## config.mk

```make
export PLATFORM = sky130hd
export DESIGN_NAME = control_multiciclo
export DESIGN_NICKNAME = d
export VERILOG_FILES = /design/src/rtl/control_multiciclo.sv
export SDC_FILE = /design/constraint.sdc
export NUM_CORES = 1
export LEC_CHECK = 0
export BUFFER_PORTS_ARGS = -buffer_cell sky130_fd_sc_hd__buf_2
export CAP_MARGIN = 0
export CORE_MARGIN = 8
export CORE_UTILIZATION = 50
export CTS_BUF_LIST = sky130_fd_sc_hd__clkbuf_16
export DETAILED_ROUTE_END_ITERATION = 12
export GPL_TIMING_DRIVEN = 0
export PLACE_DENSITY = 0.86
export SKIP_LAST_GASP = 1
export SLEW_MARGIN = 20
export SYNTH_ARGS = -nofsm -noshare
export SYNTH_HDL_FRONTEND = slang
export SYNTH_SLANG_ARGS = --single-unit
```

## constraint.sdc

```tcl
create_clock -name clock -period 2.5 [get_ports clock]
set_input_delay 0.5 -clock clock [delete_from_list [all_inputs] [get_ports clock]]
set_output_delay 0.5 -clock clock [all_outputs]
set_load 0.02 [all_outputs]
```

## src/rtl/control_multiciclo.sv

```systemverilog
// Multicycle RV32I control unit: sequences FETCH/DECODE/EXECUTE/MEMORY/WRITEBACK,
// produces datapath strobes, detects illegal opcodes and memory timeouts, and
// counts retired instructions.
module control_multiciclo #(
    parameter int MEM_TIMEOUT  = 16,
    parameter bit HALT_ON_LOOP = 1'b1
) (
    input  logic        clock,
    input  logic        reset,
    input  logic [31:0] instruction,
    input  logic        branch_taken,
    input  logic        mem_ready,
    output logic        mem_req,
    output logic        mem_we,
    output logic        ir_write,
    output logic        pc_write,
    output logic [1:0]  pc_src,
    output logic        reg_write,
    output logic [1:0]  wb_sel,
    output logic        alu_src_b,
    output logic [1:0]  alu_op,
    output logic [2:0]  state,
    output logic        halted,
    output logic        illegal,
    output logic        bus_error,
    output logic [31:0] instr_retired
);

    typedef enum logic [2:0] {
        FETCH     = 3'd0,
        DECODE    = 3'd1,
        EXECUTE   = 3'd2,
        MEMORY    = 3'd3,
        WRITEBACK = 3'd4,
        HALT      = 3'd5
    } state_t;

    localparam logic [6:0]  OP_R      = 7'b0110011;
    localparam logic [6:0]  OP_I      = 7'b0010011;
    localparam logic [6:0]  OP_LOAD   = 7'b0000011;
    localparam logic [6:0]  OP_STORE  = 7'b0100011;
    localparam logic [6:0]  OP_BRANCH = 7'b1100011;
    localparam logic [6:0]  OP_JAL    = 7'b1101111;
    localparam logic [6:0]  OP_JALR   = 7'b1100111;
    localparam logic [6:0]  OP_LUI    = 7'b0110111;
    localparam logic [6:0]  OP_AUIPC  = 7'b0010111;
    localparam logic [31:0] LOOP_INSTR = 32'hfe000ee3;

    localparam int WAIT_W = (MEM_TIMEOUT < 2) ? 1 : $clog2(MEM_TIMEOUT + 1);
    localparam logic [WAIT_W-1:0] WAIT_LAST = WAIT_W'(MEM_TIMEOUT - 1);

    state_t            state_q;
    state_t            state_next;
    logic [WAIT_W-1:0] wait_cnt;
    logic              wait_inc;
    logic              retire;
    logic              set_illegal;
    logic              set_bus_error;
    logic [6:0]        opcode;
    logic              opcode_legal;
    logic              is_store;
    logic              timeout;

    assign opcode    = instruction[6:0];
    assign is_store  = (opcode == OP_STORE);
    assign timeout   = (wait_cnt == WAIT_LAST);
    assign state     = state_q;
    assign halted    = (state_q == HALT);

    // Opcode whitelist checked in DECODE; anything else is treated as illegal
    always_comb begin
        opcode_legal = 1'b0;
        case (opcode)
            OP_R, OP_I, OP_LOAD, OP_STORE, OP_BRANCH,
            OP_JAL, OP_JALR, OP_LUI, OP_AUIPC: opcode_legal = 1'b1;
            default: opcode_legal = 1'b0;
        endcase
    end

    // Next-state and strobe decode; strobes forced low while reset is held
    always_comb begin
        state_next    = state_q;
        mem_req       = 1'b0;
        mem_we        = 1'b0;
        ir_write      = 1'b0;
        pc_write      = 1'b0;
        pc_src        = 2'd0;
        reg_write     = 1'b0;
        wb_sel        = 2'd0;
        alu_src_b     = 1'b0;
        alu_op        = 2'b00;
        retire        = 1'b0;
        set_illegal   = 1'b0;
        set_bus_error = 1'b0;
        wait_inc      = 1'b0;

        case (state_q)
            FETCH: begin
                mem_req = 1'b1;
                if (mem_ready) begin
                    ir_write   = 1'b1;
                    state_next = DECODE;
                end else if (timeout) begin
                    set_bus_error = 1'b1;
                    state_next    = HALT;
                end else begin
                    wait_inc = 1'b1;
                end
            end
            DECODE: begin
                if (HALT_ON_LOOP && (instruction == LOOP_INSTR)) begin
                    state_next = HALT;
                end else if (!opcode_legal) begin
                    set_illegal = 1'b1;
                    state_next  = HALT;
                end else begin
                    state_next = EXECUTE;
                end
            end
            EXECUTE: begin
                case (opcode)
                    OP_R: begin
                        alu_op     = 2'b10;
                        alu_src_b  = 1'b0;
                        state_next = WRITEBACK;
                    end
                    OP_I: begin
                        alu_op     = 2'b10;
                        alu_src_b  = 1'b1;
                        state_next = WRITEBACK;
                    end
                    OP_LOAD, OP_STORE: begin
                        alu_op     = 2'b00;
                        alu_src_b  = 1'b1;
                        state_next = MEMORY;
                    end
                    OP_BRANCH: begin
                        alu_op     = 2'b01;
                        alu_src_b  = 1'b0;
                        pc_write   = 1'b1;
                        pc_src     = branch_taken ? 2'd1 : 2'd0;
                        retire     = 1'b1;
                        state_next = FETCH;
                    end
                    default: begin
                        alu_op     = 2'b00;
                        alu_src_b  = 1'b1;
                        state_next = WRITEBACK;
                    end
                endcase
            end
            MEMORY: begin
                mem_req = 1'b1;
                mem_we  = is_store;
                if (mem_ready) begin
                    if (is_store) begin
                        pc_write   = 1'b1;
                        pc_src     = 2'd0;
                        retire     = 1'b1;
                        state_next = FETCH;
                    end else begin
                        state_next = WRITEBACK;
                    end
                end else if (timeout) begin
                    set_bus_error = 1'b1;
                    state_next    = HALT;
                end else begin
                    wait_inc = 1'b1;
                end
            end
            WRITEBACK: begin
                reg_write  = 1'b1;
                pc_write   = 1'b1;
                retire     = 1'b1;
                state_next = FETCH;
                if (opcode == OP_LOAD) begin
                    wb_sel = 2'd1;
                end else if ((opcode == OP_JAL) || (opcode == OP_JALR)) begin
                    wb_sel = 2'd2;
                end
                if (opcode == OP_JAL) begin
                    pc_src = 2'd1;
                end else if (opcode == OP_JALR) begin
                    pc_src = 2'd2;
                end
            end
            HALT: begin
                state_next = HALT;
            end
            default: begin
                state_next = HALT;
            end
        endcase

        if (!reset) begin
            mem_req   = 1'b0;
            mem_we    = 1'b0;
            ir_write  = 1'b0;
            pc_write  = 1'b0;
            pc_src    = 2'd0;
            reg_write = 1'b0;
            wb_sel    = 2'd0;
            alu_src_b = 1'b0;
            alu_op    = 2'b00;
        end
    end

    // State register
    always_ff @(posedge clock or negedge reset) begin
        if (!reset) begin
            state_q <= FETCH;
        end else begin
            state_q <= state_next;
        end
    end

    // Consecutive wait-cycle counter; any ready or state change restarts it
    always_ff @(posedge clock or negedge reset) begin
        if (!reset) begin
            wait_cnt <= '0;
        end else if (wait_inc) begin
            wait_cnt <= wait_cnt + WAIT_W'(1);
        end else begin
            wait_cnt <= '0;
        end
    end

    // Sticky halt-cause flags
    always_ff @(posedge clock or negedge reset) begin
        if (!reset) begin
            illegal   <= 1'b0;
            bus_error <= 1'b0;
        end else begin
            illegal   <= illegal | set_illegal;
            bus_error <= bus_error | set_bus_error;
        end
    end

    // Retired-instruction counter, wraps naturally at 32 bits
    always_ff @(posedge clock or negedge reset) begin
        if (!reset) begin
            instr_retired <= 32'd0;
        end else if (retire) begin
            instr_retired <= instr_retired + 32'd1;
        end
    end

endmodule

```

Word-level counts from Yosys, hierarchy flattened
Cells that the tools add are included.
- logic and storage cells: 81
- output and inout bits: 50
- register bits: 42
- reductions and logical operators: 7
- add/subtract/negate cells: 2
- bitwise operators: 2
- multiplexer cells: 49
- eq/ne operators: 16
- operators with widths (cell ; count):
    adder 32 x 1 -> 32 bit, second input constant ; 1
    == test 32 bit, second input constant ; 1
    two-way mux 1 bit ; 28
    == test 7 x 6 -> 1 bit, second input constant ; 3
    == test 7 bit, second input constant ; 3
    two-way mux 2 bit ; 9
    two-way mux 3 bit ; 6
    case mux 3 bit (5 select lines) ; 1
    == test 7 x 5 -> 1 bit, second input constant ; 2
    OR reduction 9 bit ; 1
    case mux 2 bit (2 select lines) ; 2
    OR reduction 2 bit ; 4
    == test 7 x 2 -> 1 bit, second input constant ; 1
    == test 3 x 2 -> 1 bit, second input constant ; 2
    == test 3 bit, second input constant ; 2
    case mux 3 bit (2 select lines) ; 1
    adder 5 x 1 -> 5 bit, second input constant ; 1
    == test 5 x 4 -> 1 bit, second input constant ; 1
    two-way mux 5 bit ; 1
    == test 3 x 1 -> 1 bit, second input constant ; 1
    zero test 3 bit ; 1
    case mux 1 bit (3 select lines) ; 1
    bitwise OR 1 bit ; 2
    logical OR 1 bit ; 1

Logic depth before layout (Yosys ltp)
- word-level depth: 7
- gate-level depth with buffers: 8

Worst setup path after synthesis
No wires, ideal clock.
- path kind: in2out
- start point: input instruction[2]
- end point: output wb_sel[0]
- cell stages on the path: 3
- arrival time: 1.879 ns
- buffers on the path: 0
- required time: 2.000 ns
- slack: 0.121 ns
- path through: nand4bb_1 > or3_1 > nor4_1
- cells in the longest elaborated chain, start to end: 4
- ends and longest elaborated chain (what ; RTL line ; RTL):
    from (decl) ; 10 ; input logic [31:0] instruction,
    == test 7 x 2 -> 1 bit ; 176 ; if (opcode == OP_LOAD) begin
    two-way mux 2 bit ; 176 ;
    two-way mux 2 bit ; 97 ; case (state_q)
    two-way mux 2 bit ; 195 ; if (!reset) begin
    to (decl) ; 19 ; output logic [1:0] wb_sel,
Every way passes these cells.

Worst setup path in the final report
- start point: register state_q[0], in the netlist state[0]
- end point: output pc_write
- cells in the longest elaborated chain, start to end: 3
- elaborated cells between the ends (all ways): 5
- those cells by class: 3 x eq/ne; 2 x mux
- ends and longest elaborated chain (what ; RTL line ; RTL):
    from (decl) ; 52 ; state_t state_q;
    from (signal assigned) ; 213 ; state_q <= state_next;
    == test 3 bit or == test 3 x 2 -> 1 bit (tied branches) ; 97 ;
    case mux 1 bit (3 select lines) (*) ; 97 ;
    two-way mux 1 bit (*) ; 195 ;
    to (decl) ; 16 ; output logic pc_write,
Mark *: on every way between the ends. The rest lies on a longest branch, timed or not.

==> results_dict.tcl <==
set metrics [dict create \
    die_w_um 85.5 \
    crit_type "reg -> out" \
    instances_no_fill 399 \
    holdWs_ps 225 \
    drc 0 \
    path_clk_slew_ps 60 \
    maxSlewHeadroom_pct 57.7 \
    grt_max_degree 49 \
    hold_viol_final 0 \
    synth.net_count 289 \
    area_growth_pct 28.9 \
    finalPower_mw 1.53 \
    fmaxAchievable_mhz 407 \
    avgSynthCellArea_um2 9.65 \
    status "completed" \
    drv_slew 0 \
    drv_cap 0 \
    antenna_found_initial 0 \
    synth-seq-cells 42 \
    slowest_stage "dfrtp_1" \
    min_path_type "in -> async" \
    yosys_warnings 0 \
    power_leakage_nw 1.61 \
    start_kind "flop" \
    ys_types 44 \
    synthMuxAreaShare_pct 0.467 \
    final_antenna_net_count 0 \
    synth_flop_cell "dfrtp_1" \
    fin_crit_sh_pct 98.2 \
    synth-seq-area-share_pct 43.6 \
    synth-xor-area-share_pct 12.3 \
    synthCells 250 \
    worstSkewPairLatency_ps 280 \
    cts_root_buf "clkbuf_16" \
    gp_routability_congestion 0.916 \
    setup_viol 0 \
    dieArea_um2 7300 \
    synth-adder-area-share_pct 1.56 \
    port_buffers 85 \
    clock_sinks 42 \
    endpoint_kind "output port" \
    globalRouteTotalUtil_pct 18.1 \
    rsz0062_at_grt "false" \
    worstPathRequired_ps 2000 \
    overflow 0 \
    nFillCells 371 \
    final_common_cell "buf_2" \
    cp_cell_sequence "buf_6 > and3b_2 > and4_4 > or3_4 > and2_1 > buf_4" \
    cp.arrival_ps 1960 \
    die_h_um 85.5 \
    crit_fanout 10 \
    cts.htree.levels 2 \
    power_density_nw_per_um2 491 \
    drtPass1Iterations 4 \
    antennaDiodeCount 0 \
    drt-wirelength-per-cell_um 16.4 \
    cts-buffers-inserted 5 \
    drt-total-wl_um 6540 \
    cts_buffer_depth 2 \
    synth_edf_count 0 \
    tritoncts "yes" \
    synth_compound_area_share_pct 5.29 \
    async_reset_ff_share_pct 100 \
    vias 2242 \
    mostFrequentLayoutCells "84 x buf_2, 42 x dfrtp_1, 26 x nor2_1, 26 x xor2_1, 20 x nand2_1" \
    grt_pass1_vias 2338 \
    fin_skew_ps 3.41 \
    grt_pass1_wl_um 10800 \
    drt_iter0_drc 135 \
    tightestPinTransition_ps 634 \
    io_pins 86 \
    slowest_delay_ps 400 \
    final_nets 383 \
    drive_gt1_share_pct 33.9 \
    syn_area_um2 2410 \
    row_count 25 \
    via_per_inst 5.62 \
    max-vdd-ir-drop_mv 0.334 \
    post-dp-hpwl_um 4840 \
    coreArea_um2 4690 \
    start_util_pct 51.4 \
    dp.cells 389 \
    yosys.area_share.simple_pct 32.9 \
    finalCriticalPeriod_ps 2460 \
    synth_top_family_by_area "simple AND/OR/NAND/NOR gates" \
]
-- area by class of cell --
| class | instances | area [um^2] | area share [%] |
|---|---|---|---|
| inverter | 12 | 45.0 | 1.45 |
| buffer | 7 | 50.0 | 1.61 |
| timing repair buffer | 88 | 453 | 14.6 |
| clock buffer | 5 | 125 | 4.02 |
| tap | 54 | 67.6 | 2.17 |
| sequential | 42 | 1050 | 33.8 |
| clock inverter | 3 | 41.3 | 1.33 |
| multi-input combinational | 188 | 1280 | 41.0 |
-- cells by family after synthesis --
family,Yosys count
compound gates,16
xor+xnor,34
fa+ha+maj,3
buf+inv,20
flops,42
mux,1
simple gates,134
-- worst max-delay path, delay by kind of cell, from the launching register on --
| kind | cells | cell delay (ps) |
|---|---|---|
| DFF | 1 | 400 |
| and+or+nand+nor | 4 | 970 |
| buffers and inverters | 2 | 300 |
-- repair_timing --
item	4_1_cts	5_1_grt
hold buffers	0	0
resized for setup	6	2
buffers inserted	3	0
endpoints found under the setup margin	4	1
pin swaps	2	1
-- worst paths after layout --
kind | from | end | slack (ps) | cells past startpoint
min in group clock | instr_retired[31] | instr_retired[31] | 470 | 1
hold / removal | reset | instr_retired[18] | 230 | 1
max in group asynchronous | reset | wait_cnt[1] | 1890 | 1
setup / recovery | state[0] | pc_write | 40 | 6
hold reg to reg | instr_retired[31] | instr_retired[31] | 470 | 1
setup reg to reg | state[0] | instr_retired[11] | 270 | 7
-- sequential cells by signal (all words and copies together), names as in the netlist --
signal         flops
state              3
illegal            1
bus_error          1
wait_cnt           5
instr_retired     32
-- per-stage QoR --
stage,TNS [ps],worst slack [ps],cell area (um^2),utilization [%]
CTS,0,7.88,3100,66.2
floorplan,0,121,2410,-
global placement,-178,-94.3,2910,61.9
finish,0,44.9,3110,66.3
global route,0,6.47,3110,66.3
detailed placement,-188,-107,2910,61.9
-- Yosys cell counts, types with 2 or more instances --
library cell	count	share of area (%)
o21ai_0	4	0.83
nor4_4	3	2.6
and2_1	3	0.78
buf_6	2	0.93
nor2_1	26	4.0
nand2b_1	2	0.52
nand4_1	10	2.6
clkbuf_1	3	0.47
a21boi_0	2	0.62
inv_1	12	1.9
nor2b_1	4	1.0
xnor2_1	8	2.9
nor3b_1	2	0.62
and3_1	6	1.6
or3_1	3	0.78
buf_2	3	0.62
dfrtp_1	42	44
a2111oi_0	2	0.73
nand2_1	20	3.1
nand3_1	13	2.7
ha_1	3	1.6
or4_1	2	0.62
nor3_2	3	1.2
nor4_1	12	3.1
a31o_2	2	0.73
nor3_1	15	3.1
xor2_1	26	9.4
-- report_power, final --
| part | switching (mW) | internal (mW) | leakage [nW] | total, mW |
|---|---|---|---|---|
| logic | 0.0619 | 0.0442 | 0.988 | 0.106 |
| clock network | 0.252 | 0.467 | 0.0812 | 0.719 |
| registers | 0.0113 | 0.689 | 0.541 | 0.701 |
-- metal layers --
| metal | global-route usage [%] | vias up | part of all wire (%) |
|---|---|---|---|
| li1 | - | 1074 | - |
| met1 | 21.4 | 1070 | 42 |
| met2 | 30.3 | 89 | 49 |
| met3 | 5.41 | 9 | 7.2 |
| met4 | 6.69 | 0 | 1.6 |
| met5 | 0 | - | 0 |
(Power assumes the default switching activity.)
